### config.mk
export PLATFORM = sky130hd
export DESIGN_NAME = uart_rx_ext
export DESIGN_NICKNAME = d
export VERILOG_FILES = /design/src/rtl/uart_rx_ext.sv
export SDC_FILE = /design/constraint.sdc
export NUM_CORES = 1
export LEC_CHECK = 0
export CAP_MARGIN = 20
export CORE_UTILIZATION = 50
export CTS_CLUSTER_DIAMETER = 80
export DETAILED_ROUTE_END_ITERATION = 10
export GPL_TIMING_DRIVEN = 0
export PLACE_DENSITY = 0.79
export SYNTH_ARGS = -nofsm -noshare
export SYNTH_HDL_FRONTEND = slang
export SYNTH_SLANG_ARGS = --single-unit
### constraint.sdc
create_clock -name i_clk -period 2.4 [get_ports i_clk]
set_clock_uncertainty 0.2 [all_clocks]
set_input_delay 0.24 -clock i_clk [delete_from_list [all_inputs] [get_ports i_clk]]
set_output_delay 0.24 -clock i_clk [all_outputs]
set_load 0.01 [all_outputs]
### src/rtl/uart_rx_ext.sv
// uart_rx_ext: parametrised oversampling UART receiver with 3-sample majority voting,
// false-start rejection and a valid/ready holding register. Define UART_RX_PARITY_EN for parity checking.
module uart_rx_ext #(
    parameter int DBIT    = 8,
    parameter int OVS     = 16,
    parameter int SB_TICK = 16
) (
    input  logic            i_clk,
    input  logic            i_reset,
    input  logic            i_rx,
    input  logic            i_s_tick,
    input  logic            i_ready,
    input  logic            i_ovr_clr,
`ifdef UART_RX_PARITY_EN
    input  logic            i_parity_odd,
    output logic            o_parity_err,
`endif
    output logic [DBIT-1:0] o_data,
    output logic            o_valid,
    output logic            o_frame_err,
    output logic            o_overrun,
    output logic            o_busy
);

    localparam int SMAX = (OVS > SB_TICK) ? OVS : SB_TICK;
    localparam int SW   = $clog2(SMAX);
    localparam int NW   = $clog2(DBIT);

    localparam logic [SW-1:0] S_SAMP0    = SW'(OVS / 2 - 1);
    localparam logic [SW-1:0] S_SAMP1    = SW'(OVS / 2);
    localparam logic [SW-1:0] S_SAMP2    = SW'(OVS / 2 + 1);
    localparam logic [SW-1:0] S_BIT_END  = SW'(OVS - 1);
    localparam logic [SW-1:0] S_STOP_END = SW'(SB_TICK - 1);
    localparam logic [NW-1:0] N_LAST     = NW'(DBIT - 1);

    typedef enum logic [2:0] {
        IDLE,
        START,
        DATA,
        PARITY,
        STOP
    } state_t;

    state_t          state, state_next;
    logic [SW-1:0]   s, s_next;
    logic [NW-1:0]   n, n_next;
    logic [DBIT-1:0] b_reg, b_next;
    logic [2:0]      votes, votes_next;
    logic            rx_meta, rx_s;
    logic            third, maj;
    logic            frame_done, frame_load, frame_drop;
`ifdef UART_RX_PARITY_EN
    logic            p_reg, p_next;
`endif

    always_ff @(posedge i_clk or posedge i_reset) begin
        if (i_reset) begin
            rx_meta <= 1'b1;
            rx_s    <= 1'b1;
        end else begin
            rx_meta <= i_rx;
            rx_s    <= rx_meta;
        end
    end

    always_ff @(posedge i_clk or posedge i_reset) begin
        if (i_reset) begin
            state <= IDLE;
            s     <= '0;
            n     <= '0;
            b_reg <= '0;
            votes <= '0;
`ifdef UART_RX_PARITY_EN
            p_reg <= 1'b0;
`endif
        end else if (i_s_tick) begin
            state <= state_next;
            s     <= s_next;
            n     <= n_next;
            b_reg <= b_next;
            votes <= votes_next;
`ifdef UART_RX_PARITY_EN
            p_reg <= p_next;
`endif
        end
    end

    // The third vote is taken from the live line when the bit ends on that same tick (OVS=4).
    always_comb begin
        state_next = state;
        s_next     = s;
        n_next     = n;
        b_next     = b_reg;
        votes_next = votes;
        frame_done = 1'b0;
`ifdef UART_RX_PARITY_EN
        p_next     = p_reg;
`endif
        third = (s == S_SAMP2) ? rx_s : votes[2];
        maj   = (votes[0] & votes[1]) | (votes[0] & third) | (votes[1] & third);

        if (s == S_SAMP0) votes_next[0] = rx_s;
        if (s == S_SAMP1) votes_next[1] = rx_s;
        if (s == S_SAMP2) votes_next[2] = rx_s;

        case (state)
            IDLE: begin
                if (!rx_s) begin
                    state_next = START;
                    s_next     = '0;
                end
            end
            START: begin
                if ((s == S_SAMP0) && rx_s) begin
                    state_next = IDLE;
                    s_next     = '0;
                end else if (s == S_BIT_END) begin
                    state_next = DATA;
                    s_next     = '0;
                    n_next     = '0;
                end else begin
                    s_next = s + 1'b1;
                end
            end
            DATA: begin
                if (s == S_BIT_END) begin
                    b_next = {maj, b_reg[DBIT-1:1]};
                    s_next = '0;
                    if (n == N_LAST) begin
`ifdef UART_RX_PARITY_EN
                        state_next = PARITY;
`else
                        state_next = STOP;
`endif
                    end else begin
                        n_next = n + 1'b1;
                    end
                end else begin
                    s_next = s + 1'b1;
                end
            end
`ifdef UART_RX_PARITY_EN
            PARITY: begin
                if (s == S_BIT_END) begin
                    p_next     = maj;
                    s_next     = '0;
                    state_next = STOP;
                end else begin
                    s_next = s + 1'b1;
                end
            end
`endif
            STOP: begin
                if (s == S_STOP_END) begin
                    frame_done = 1'b1;
                    state_next = IDLE;
                    s_next     = '0;
                end else begin
                    s_next = s + 1'b1;
                end
            end
            default: begin
                state_next = IDLE;
                s_next     = '0;
            end
        endcase
    end

    assign frame_load = i_s_tick && frame_done && (!o_valid || i_ready);
    assign frame_drop = i_s_tick && frame_done && o_valid && !i_ready;

    // A completed frame may load in the same cycle the previous word is popped.
    always_ff @(posedge i_clk or posedge i_reset) begin
        if (i_reset) begin
            o_data      <= '0;
            o_valid     <= 1'b0;
            o_frame_err <= 1'b0;
            o_overrun   <= 1'b0;
`ifdef UART_RX_PARITY_EN
            o_parity_err <= 1'b0;
`endif
        end else begin
            if (frame_load) begin
                o_data      <= b_reg;
                o_frame_err <= ~maj;
                o_valid     <= 1'b1;
`ifdef UART_RX_PARITY_EN
                o_parity_err <= (^b_reg) ^ p_reg ^ i_parity_odd;
`endif
            end else if (o_valid && i_ready) begin
                o_valid <= 1'b0;
            end

            if (frame_drop) begin
                o_overrun <= 1'b1;
            end else if (i_ovr_clr) begin
                o_overrun <= 1'b0;
            end
        end
    end

    assign o_busy = (state != IDLE);

endmodule
---- Word level (Yosys, flattened, before mapping) ----
Index checks and enable logic that the tools add are counted.
cells by class
  add/subtract/negate cells ............... 2
  $mul .................................... 0
  divide/modulo/power cells ............... 0
  magnitude comparators ................... 0
  eq/ne operators ......................... 16
  shift operators ......................... 0
  mux-type cells .......................... 22
  bitwise logic cells ..................... 6
  reductions and logical operators ........ 21
operators with widths
  kind                                                                    count
  3-bit two-way mux                                                       9
  2-bit != test (second input constant)                                   7
  4-bit equality test (second input constant)                             3
  4-bit two-way mux                                                       3
  3-bit case mux with 4 select lines                                      1
  4-bit case mux with 3 select lines                                      1
  6-bit AND reduction                                                     2
  1-bit two-way mux                                                       7
  3-bit equality test (second input constant)                             2
  1-bit logical AND                                                       6
  3-bit case mux with 2 select lines                                      1
  2-bit AND reduction                                                     3
  2-bit nonzero test                                                      3
  4-bit by 1-bit adder with 4-bit output (second input constant)          1
  4-bit by 3-bit equality test with 1-bit output (second input constant)  1
  3-bit by 1-bit adder with 3-bit output (second input constant)          1
  1-bit bitwise AND                                                       3
  3-bit by 1-bit equality test with 1-bit output (second input constant)  1
  3-bit by 2-bit equality test with 1-bit output (second input constant)  1
  3-bit logical NOT                                                       1
  3-bit != test (second input constant)                                   1
  3-bit AND reduction                                                     1
  3-bit nonzero test                                                      1
  1-bit logical NOT                                                       2
  other kinds (4)                                                         5
storage, ports and cells
  bits in registers ....................... 34
  latch bits .............................. 0
  memory bits (writable) .................. 0
  memory bits (read-only) ................. 0
  input bits .............................. 6
  output and inout bits ................... 12
  logic and storage cells ................. 80
  memories ................................ 0

---- Longest topological paths before layout ----
Gate-level depths: netlist of the first run.
  depth in word-level cells ............... 7
  gate-level depth with buffers ........... 6

---- Least setup slack after synthesis of the first run ----
OpenSTA, ideal clock, no wires.
  path kind ............................... register -> register
  start point ............................. reg s[0]
  end point ............................... reg b_reg[7]
  library setup time ...................... 125 ps
  arrival ................................. 1,581 ps
  data required time ...................... 2,075 ps
  setup slack ............................. 494 ps
  cell stages (with the launch flop) ...... 6
  path buffers ............................ 0
  period minus slack after synthesis ...... 1,906 ps
  path through ............................ dfrtp_1 -> ha_1 -> nand3b_4 -> mux2_4 -> maj3_2 -> mux2_4
between the ends
  cells in the longest elaborated chain, start to end .. 5
  elaborated cells between the ends (all ways) .. 8
  those cells by class .................... eq/ne: 2; mux: 1; bitwise: 4; reduce/logical: 1
RTL lines
  element                        RTL line  text
  start, declared                45        logic [SW-1:0] s, s_next;
  start signal, assigned         78        s <= s_next;
  4-bit equality test            99        third = (s == S_SAMP2) ? rx_s : votes[2];
  1-bit two-way mux              -
  1-bit bitwise AND              100       maj = (votes[0] & votes[1]) | (votes[0] & third) | (votes[1] & third);
  1-bit bitwise OR (2 in a row)  100
  end signal, assigned           80        b_reg <= b_next;
  end, declared                  47        logic [DBIT-1:0] b_reg, b_next;
Parallel ways exist; a longest one is shown, timed or not.
A chain may end at the register's enable or synchronous reset.

---- Worst setup path after layout of the first run ----
  start point ............................. reg state[1]
  end point ............................... out o_busy
between the ends
  cells in the longest elaborated chain, start to end .. 1
RTL lines
  element                 RTL line  text
  start, declared         44        state_t state, state_next;
  start signal, assigned  77        state <= state_next;
  3-bit nonzero test      202       assign o_busy = (state != IDLE);
  end, declared           22        output logic o_busy
No other way between the ends.

==> flow_summary.json, run 1 <==
{
  "run_status": "finished, final reports clean",
  "timing.max_slew.rel_slack": 0.5979,
  "insertedDiodeCount": 0,
  "worst-slew-pin-transition_ns": 0.6025,
  "synth.net_count": 144,
  "postSynthRegisterBits": 34,
  "path_max_fanout": 10,
  "cts-htree-levels": 2,
  "finalPower_mw": 1.381,
  "combinational_family_with_the_most_area_after_synthesis": "multiplexers",
  "yosys.area_share.xor_xnor": 0,
  "r2r_cells": 6,
  "max_cap_viols": 0,
  "worst_setup_path_start_kind": "flop",
  "initial_utilization": 0.5238,
  "std_cell_rows": 20,
  "final_slew_viol_count": 0,
  "die-height_um": 58.55,
  "cp_slowest_cell": "sky130_fd_sc_hd__clkdlybuf4s50_1",
  "synth.mux.area_fraction": 0.1518,
  "totalWireLength_um": 2789,
  "grt_pass1_vias": 1062,
  "stdcell_area_um2": 1902,
  "whs_ns": 0.07114,
  "largest_delay_contributor_family_on_the_critical_path": "buffers and inverters",
  "timing.reg2reg.setup_slack_ns": 0.27,
  "ios": 18,
  "cp.depth": 3,
  "number_of_antenna_violations_at_the_first_check_in_global_routing": 0,
  "total_leakage_power_nw": 0.9249,
  "gp_congestion": 0.8772,
  "tns_ns": 0,
  "clk_latency_ns": 0.34,
  "clkSlewWorstSetupHoldPaths_ns": 0.10,
  "tritoncts": "yes",
  "achievable-frequency_mhz": 450.6,
  "timing_worst_setup_path_type": "flop to output pin",
  "grt_util_all_layers": 0.1894,
  "post_dp_cell_area_um2": 1842,
  "stdcell_count": 202,
  "drive_gt1_frac": 0.2595,
  "synth-simple-area-share": 0.1369,
  "critical_path_end_type": "output pin",
  "avgSynthCellArea_um2": 12.02,
  "cts-root-buf": "sky130_fd_sc_hd__clkbuf_4",
  "final.min_clock_period_ns": 2.219,
  "vias_per_cell": 5.361,
  "cell_chain_of_the_critical_path": "buf_2 > or3_4 > clkdlybuf4s50_1",
  "die-area_um2": 3428,
  "final_hold_viol_count": 0,
  "postCtsResizedCells": 0,
  "fin_nets": 168,
  "synth_compound_gate_area_share": 0.09311,
  "final_worst_path_cycle_share": 0.9246,
  "core-area_um2": 3053,
  "buffer_and_inverter_count_on_the_worst_path": 2,
  "synth_area_um2": 1599,
  "drt_pass1_iterations": 4,
  "hold_buf_count_cts": 0,
  "required_arrival_time_at_the_worst_endpoint_ns": 1.96,
  "synth_seq_area_share": 0.5336,
  "area.growth.synth_to_final_pct": 18.94,
  "tritoncts_num_sinks": 34,
  "post_synth_num_cell_types": 38,
  "dp.final_hpwl_um": 2087,
  "setup_repair_after_global_routing_missed_its_margin": "false",
  "drc": 0,
  "crit_path_max_incr_delay_ns": 0.49,
  "grt_pass1_wl_um": 4823,
  "initialDrtViolationCount": 33,
  "p_per_area_nw_per_um2": 726.3,
  "globalRoute.totalOverflow": 0,
  "chipWidth_um": 58.55,
  "ant_nets": 0,
  "via_count": 1083,
  "cts_buffer_depth": 2,
  "crit-reg2reg-launch": "s[0]",
  "numPortBuffers": 16,
  "place_ws_ns": 0.2880,
  "timing.rr.end": "o_data[4]",
  "maximum_number_of_pins_on_one_net_before_global_route_repair": 22,
  "cts_post_setup_buffers_inserted": 0,
  "worst_ir_drop_vdd_mv": 0.5100,
  "final_critical_path_setup_slack_ns": 0.1809,
  "synth-adder-area-share": 0.04617,
  "final_core_util": 0.6230,
  "post-place-cells": 194,
  "syn_inst": 133,
  "setup_viol_count_final": 0,
  "worst_ep_arrival_time_ns": 1.78,
  "wire_per_inst_um": 13.81,
  "hold_class": "primary input to asynchronous set/reset pin",
  "cts_buffers": 5,
  "yosys_synthesis_warning_count": 0
}
[cell usage after synthesis, drive strengths merged]
cell type | number | area share
nand3b | 1 | 0.013
clkbuf | 1 | 0.0023
or3 | 1 | 0.0070
a21oi | 3 | 0.0094
o21ai | 7 | 0.022
nor2 | 7 | 0.021
a21boi | 1 | 0.0047
dfrtp | 32 | 0.50
ha | 5 | 0.039
a211oi | 1 | 0.0047
and3b | 1 | 0.0063
o32ai | 1 | 0.0055
nor3 | 1 | 0.0031
o22ai | 1 | 0.0039
and3 | 2 | 0.0086
a32oi | 1 | 0.0055
inv | 7 | 0.016
maj3 | 1 | 0.0070
o311ai | 1 | 0.0055
nand2b | 2 | 0.0078
o31ai | 1 | 0.0047
mux2i | 1 | 0.0063
buf | 4 | 0.020
nand3 | 2 | 0.0063
o21a | 1 | 0.0047
or3b | 1 | 0.0055
nand4 | 3 | 0.012
a22o | 4 | 0.023
nor3b | 3 | 0.014
nand2 | 14 | 0.033
dfstp | 2 | 0.033
mux2 | 20 | 0.15
[worst reg2reg max path, cell delays in order, from the launching register on]
cell and delay (ns):
sky130_fd_sc_hd__dfrtp_1 0.45, sky130_fd_sc_hd__ha_1 0.30, sky130_fd_sc_hd__nand2_1 0.13, sky130_fd_sc_hd__nor2_1 0.22
sky130_fd_sc_hd__and3_1 0.19, sky130_fd_sc_hd__buf_4 0.18, sky130_fd_sc_hd__mux2_2 0.35
[how the worst max path moves through the flow]
stage / start / end
3_5_place_dp: s[0] / o_data[5]
4_1_cts: state[1] / o_busy
3_3_place_gp: s[0] / o_data[7]
6_report: state[1] / o_busy
5_1_grt: s[0] / o_data[0]
2_1_floorplan: s[0] / b_reg[7]
[power by group]
part | switching, mW | total, mW | leakage, nW | internal, mW
sequential | 0.0585 | 0.695 | 0.448 | 0.637
clock | 0.182 | 0.324 | 0.0353 | 0.142
combinational | 0.181 | 0.362 | 0.442 | 0.181
total | 0.422 | 1.38 | 0.925 | 0.959
[placed cells by master (no fill, tap or decap), types with 2 or more instances in the layout]
cell type,Yosys,layout
sky130_fd_sc_hd__inv_1,7,7
sky130_fd_sc_hd__nand2b_1,2,2
sky130_fd_sc_hd__nor2_1,6,6
sky130_fd_sc_hd__buf_4,2,2
sky130_fd_sc_hd__a22o_1,3,3
sky130_fd_sc_hd__mux2_4,2,2
sky130_fd_sc_hd__nand3_1,2,2
sky130_fd_sc_hd__o21ai_0,7,7
sky130_fd_sc_hd__clkdlybuf4s50_1,0,16
sky130_fd_sc_hd__dfrtp_1,32,32
sky130_fd_sc_hd__nand2_1,14,14
sky130_fd_sc_hd__a21oi_1,3,3
sky130_fd_sc_hd__nand4_1,3,3
sky130_fd_sc_hd__clkbuf_4,0,5
sky130_fd_sc_hd__clkbuf_1,1,2
sky130_fd_sc_hd__mux2_2,18,18
sky130_fd_sc_hd__nor3b_1,3,3
sky130_fd_sc_hd__dfstp_2,2,2
sky130_fd_sc_hd__ha_1,5,5
[metal layers]
metal	track usage	vias up	part of all wire
li1	-	525	-
met1	0.2376	529	0.47
met2	0.3186	25	0.48
met3	0.05934	4	0.040
met4	0.05102	0	0.0097
met5	0	-	0
[logic make-up (layout without fill, tap and decap cells)]
logic type               count (synthesis)  in the layout
AND/OR/NAND/NOR                         38             38
flip-flops                              34             34
AO/OA/AOI/OAI                           22             22
multiplexers                            21             21
buffers and inverters                   12             37
adder cells (fa/ha/maj)                  6              6
[layout make-up]
| cell class | instances | area (um2) |
|---|---|---|
| tap | 44 | 55.05 |
| timing repair buffer | 17 | 187.7 |
| fill | 266 | 1151 |
| clock inverter | 1 | 5.005 |
| inverter | 7 | 26.28 |
| sequential | 34 | 853.3 |
| multi-input combinational | 87 | 684.4 |
| buffer | 5 | 35.03 |
| clock buffer | 7 | 55.05 |
Note: power is estimated with default switching activity, not from simulation.
==> run 2, diff against run 1 <==
--- a/constraint.sdc
+++ b/constraint.sdc
@@ -4,2 +4,2 @@
 set_output_delay 0.24 -clock i_clk [all_outputs]
-set_load 0.01 [all_outputs]
+set_load 0.05 [all_outputs]
==> flow_summary.json, run 2 (same netlist as run 1, synthesis figures left out) <==
{
  "worst_ir_drop_vdd_mv": 0.5102,
  "hold_class": "primary input to asynchronous set/reset pin",
  "final_critical_path_setup_slack_ns": 0.2406,
  "cts_buffers": 5,
  "final_worst_path_cycle_share": 0.8997,
  "numPortBuffers": 16,
  "number_of_antenna_violations_at_the_first_check_in_global_routing": 0,
  "required_arrival_time_at_the_worst_endpoint_ns": 1.96,
  "layout.cells.most_common_list": "sky130_fd_sc_hd__dfrtp_1 (32), sky130_fd_sc_hd__mux2_2 (18), sky130_fd_sc_hd__clkdlybuf4s50_1 (15), sky130_fd_sc_hd__nand2_1 (14)",
  "p_per_area_nw_per_um2": 732.6,
  "path_max_fanout": 10,
  "dp.final_hpwl_um": 2087,
  "final_slew_viol_count": 0,
  "worst_ep_arrival_time_ns": 1.72,
  "std_cell_rows": 20,
  "die-height_um": 58.55,
  "globalRoute.totalOverflow": 0,
  "drt_pass1_iterations": 4,
  "timing.max_slew.rel_slack": 0.5979,
  "cts-htree-levels": 2,
  "initial_utilization": 0.5238,
  "cts-root-buf": "sky130_fd_sc_hd__clkbuf_4",
  "run_status": "finished, final reports clean",
  "chipWidth_um": 58.55,
  "fin_nets": 168,
  "worst_setup_path_start_kind": "flop",
  "final_core_util": 0.6225,
  "tritoncts": "yes",
  "maximum_number_of_pins_on_one_net_before_global_route_repair": 22,
  "wire_per_inst_um": 13.80,
  "via_count": 1083,
  "cts_buffer_depth": 2,
  "drc": 0,
  "tritoncts_num_sinks": 34,
  "timing_worst_setup_path_type": "flop to output pin",
  "finalPower_mw": 1.392,
  "clk_latency_ns": 0.34,
  "area.growth.synth_to_final_pct": 18.86,
  "n_fill_cell": 267,
  "grt_util_all_layers": 0.1894,
  "vias_per_cell": 5.361,
  "achievable-frequency_mhz": 463.1,
  "totalWireLength_um": 2787,
  "postCtsResizedCells": 1,
  "critical_path_end_type": "output pin",
  "grt_pass1_vias": 1062,
  "ios": 18,
  "place_ws_ns": 0.2880,
  "gp_congestion": 0.8772,
  "worst-slew-pin-transition_ns": 0.6025,
  "initialDrtViolationCount": 33,
  "multi_input_area_um2": 684.4,
  "final_hold_viol_count": 0,
  "hold_buf_count_cts": 0,
  "setup_repair_after_global_routing_missed_its_margin": "false",
  "final.min_clock_period_ns": 2.159,
  "seq_area_um2": 853.3,
  "grt_pass1_wl_um": 4823,
  "final_common_cell": "sky130_fd_sc_hd__dfrtp_1",
  "die-area_um2": 3428,
  "ant_nets": 0,
  "max_cap_viols": 0,
  "insertedDiodeCount": 0,
  "setup_viol_count_final": 0,
  "total_leakage_power_nw": 0.9232,
  "drive_gt1_frac": 0.2595,
  "clkSlewWorstSetupHoldPaths_ns": 0.10,
  "core-area_um2": 3053,
  "tns_ns": 0,
  "cts_post_setup_buffers_inserted": 0,
  "timing.reg2reg.setup_slack_ns": 0.27
}
run 2: per-layer routing:
layer | vias up | GRT usage | wire length [um]
li1 | 525 | - | -
met1 | 529 | 0.2376 | 1301
met2 | 25 | 0.3186 | 1346
met3 | 4 | 0.05934 | 111
met4 | 0 | 0.05102 | 27
met5 | - | 0 | 0
run 2: area by class of cell:
cell class / instances / area share
multi-input cells: 87 / 0.3601
well taps: 44 / 0.02897
clock buffers: 7 / 0.02897
repair buffers: 17 / 0.09809
plain buffers: 5 / 0.01843
clock inverters: 1 / 0.002633
inverters: 7 / 0.01382
flip-flops and latches: 34 / 0.4490
run 2: worst paths after layout:
path,endpoint,startpoint,depth (start not counted)
setup / recovery,o_busy,state[1],3
hold / removal,o_data[2],i_reset,2
setup reg to reg,o_data[4],s[0],6
hold reg to reg,rx_s,rx_meta,0
max in group asynchronous,rx_s,i_reset,3
min in group i_clk,state[0],i_s_tick,2
run 2: report_power, final:
| group | internal, mW | total (mW) | switching [mW] | leakage [nW] |
|---|---|---|---|---|
| combinational | 0.177 | 0.373 | 0.196 | 0.440 |
| sequential | 0.637 | 0.695 | 0.0585 | 0.448 |
| clock | 0.142 | 0.324 | 0.182 | 0.0353 |
| total | 0.956 | 1.39 | 0.437 | 0.923 |
run 2: worst max-delay path: stages (launching register included):
cell and delay (ns):
sky130_fd_sc_hd__dfrtp_1 0.38, sky130_fd_sc_hd__buf_2 0.17, sky130_fd_sc_hd__or3_4 0.39, sky130_fd_sc_hd__dlygate4sd2_1 0.43
run 2: per-stage QoR:
stage                     instances  hold WS, ns  instance area, um2
after floorplan                 133      0.04448                1599
after global placement          193       0.1461                1814
after detailed placement        194       0.1468                1842
after CTS                       202      0.06654                1901
after global routing            202       0.1020                1901
final                           202      0.07116                1901
==> run 3, diff against run 2 <==
CORE_MARGIN = 2   (was unset)
==> flow_summary.json, run 3 (same netlist as run 1, synthesis figures left out) <==
{
  "cts_post_setup_buffers_inserted": 0,
  "vias_per_cell": 5.322,
  "worst-slew-pin-transition_ns": 0.6120,
  "required_arrival_time_at_the_worst_endpoint_ns": 1.96,
  "cts_buffer_depth": 2,
  "p_sw_frac": 0.3189,
  "place_ws_ns": 0.3214,
  "final_hold_viol_count": 0,
  "drt_pass1_iterations": 4,
  "final_worst_path_cycle_share": 0.8905,
  "dp.final_hpwl_um": 2170,
  "p_clk_frac": 0.237,
  "worst_ir_drop_vdd_mv": 0.5256,
  "initial_utilization": 0.5238,
  "die-area_um2": 3666,
  "die-height_um": 60.55,
  "postCtsResizedCells": 1,
  "cts-htree-levels": 2,
  "setup_viol_count_final": 0,
  "totalWireLength_um": 2912,
  "hold_buf_count_cts": 0,
  "final_slew_viol_count": 0,
  "timing.max_slew.rel_slack": 0.5915,
  "cts-root-buf": "sky130_fd_sc_hd__clkbuf_4",
  "crit-reg2reg-launch": "s[0]",
  "via_count": 1075,
  "comb_power_share": 0.267,
  "maximum_number_of_pins_on_one_net_before_global_route_repair": 22,
  "final.min_clock_period_ns": 2.137,
  "numPortBuffers": 16,
  "area.growth.synth_to_final_pct": 18.86,
  "std_cell_rows": 20,
  "fin_nets": 168,
  "drive_gt1_frac": 0.2595,
  "grt_pass1_wl_um": 4995,
  "worst_setup_path_start_kind": "flop",
  "critical_path_end_type": "output pin",
  "chipWidth_um": 60.55,
  "sequentialPowerShare": 0.496,
  "hold_class": "primary input to asynchronous set/reset pin",
  "insertedDiodeCount": 0,
  "final_critical_path_setup_slack_ns": 0.2629,
  "crit_path_max_incr_delay_ns": 0.43,
  "switchingPower_mw": 0.4468,
  "p_per_area_nw_per_um2": 737.3,
  "initialDrtViolationCount": 39,
  "cp_slowest_cell": "sky130_fd_sc_hd__dlygate4sd2_1",
  "gp_congestion": 0.8935,
  "r2r_cells": 6,
  "achievable-frequency_mhz": 467.9,
  "path_max_fanout": 10,
  "tritoncts_num_sinks": 34,
  "tns_ns": 0,
  "worst_ep_arrival_time_ns": 1.70,
  "final_common_cell": "sky130_fd_sc_hd__dfrtp_1",
  "wire_per_inst_um": 14.42,
  "timing_worst_setup_path_type": "flop to output pin",
  "ant_nets": 0,
  "number_of_antenna_violations_at_the_first_check_in_global_routing": 0,
  "timing.rr.end": "o_data[5]",
  "core-area_um2": 3053,
  "internal_power_mw": 0.9544,
  "setup_repair_after_global_routing_missed_its_margin": "false",
  "tritoncts": "yes",
  "grt_pass1_vias": 1088,
  "stdcell_count": 202,
  "grt_util_all_layers": 0.1898,
  "clk_latency_ns": 0.34,
  "ios": 18,
  "max_cap_viols": 0,
  "cts_buffers": 5,
  "layout.cells.most_common_list": "sky130_fd_sc_hd__dfrtp_1 (32), sky130_fd_sc_hd__mux2_2 (18), sky130_fd_sc_hd__clkdlybuf4s50_1 (15), sky130_fd_sc_hd__nand2_1 (14)",
  "total_leakage_power_nw": 0.9232,
  "run_status": "finished, final reports clean",
  "cell_chain_of_the_critical_path": "buf_2 > or3_4 > dlygate4sd2_1",
  "timing.reg2reg.setup_slack_ns": 0.30,
  "globalRoute.totalOverflow": 0,
  "drc": 0,
  "post-place-cells": 194,
  "clkSlewWorstSetupHoldPaths_ns": 0.11
}
-- run 3: worst max path at each step --
stage / slack (ns) / startpoint / end / cells past startpoint
5_1_grt: 0.09 / s[0] / o_data[3] / 6
4_1_cts: 0.25 / state[1] / o_busy / 3
3_3_place_gp: 0.36 / s[0] / o_data[7] / 6
6_report: 0.26 / state[1] / o_busy / 3
2_1_floorplan: 0.49 / s[0] / b_reg[7] / 5
3_5_place_dp: 0.32 / s[0] / o_data[3] / 6
-- run 3: metrics by stage --
stage | util | instance area, um2 | power [mW] | hold WS [ns]
finish | 0.6225 | 1901 | 1.401 | 0.07612
floorplan | - | 1599 | 0.9903 | 0.04448
CTS | 0.6225 | 1901 | 1.416 | 0.07015
global placement | 0.5943 | 1814 | 1.058 | 0.1461
global route | 0.6225 | 1901 | 1.491 | 0.08485
detailed placement | 0.6033 | 1842 | 1.084 | 0.1475
-- run 3: routing by layer --
metal,part of all wire,vias up,routed length (um),track usage
met4,0.016,0,46,0.06522
met2,0.50,22,1449,0.3199
li1,-,517,-,-
met3,0.039,6,114,0.06397
met5,0,-,0,0
met1,0.45,530,1301,0.2293
-- run 3: final cells by class --
class | instances | area, um2
multi-input combinational | 87 | 684.4
fill | 267 | 1152
inverter | 7 | 26.28
buffer | 5 | 35.03
timing repair buffer | 17 | 186.4
sequential | 34 | 853.3
clock inverter | 1 | 5.005
clock buffer | 7 | 55.05
tap | 44 | 55.05
-- run 3: power groups by stage --
stage	registers (mW)	clock network, mW	logic (mW)
5_1_grt	0.704	0.367	0.420
6_report	0.695	0.332	0.374
3_5_place_dp	0.707	0	0.377
2_1_floorplan	0.690	0	0.300
4_1_cts	0.695	0.345	0.376
3_3_place_gp	0.700	0	0.358
-- run 3: worst max-delay path: cells and delay by family (launching register included) --
kind | cells | cell delay [ns]
DFF | 1 | 0.37
buffers and inverters | 2 | 0.59
and+or+nand+nor | 1 | 0.39
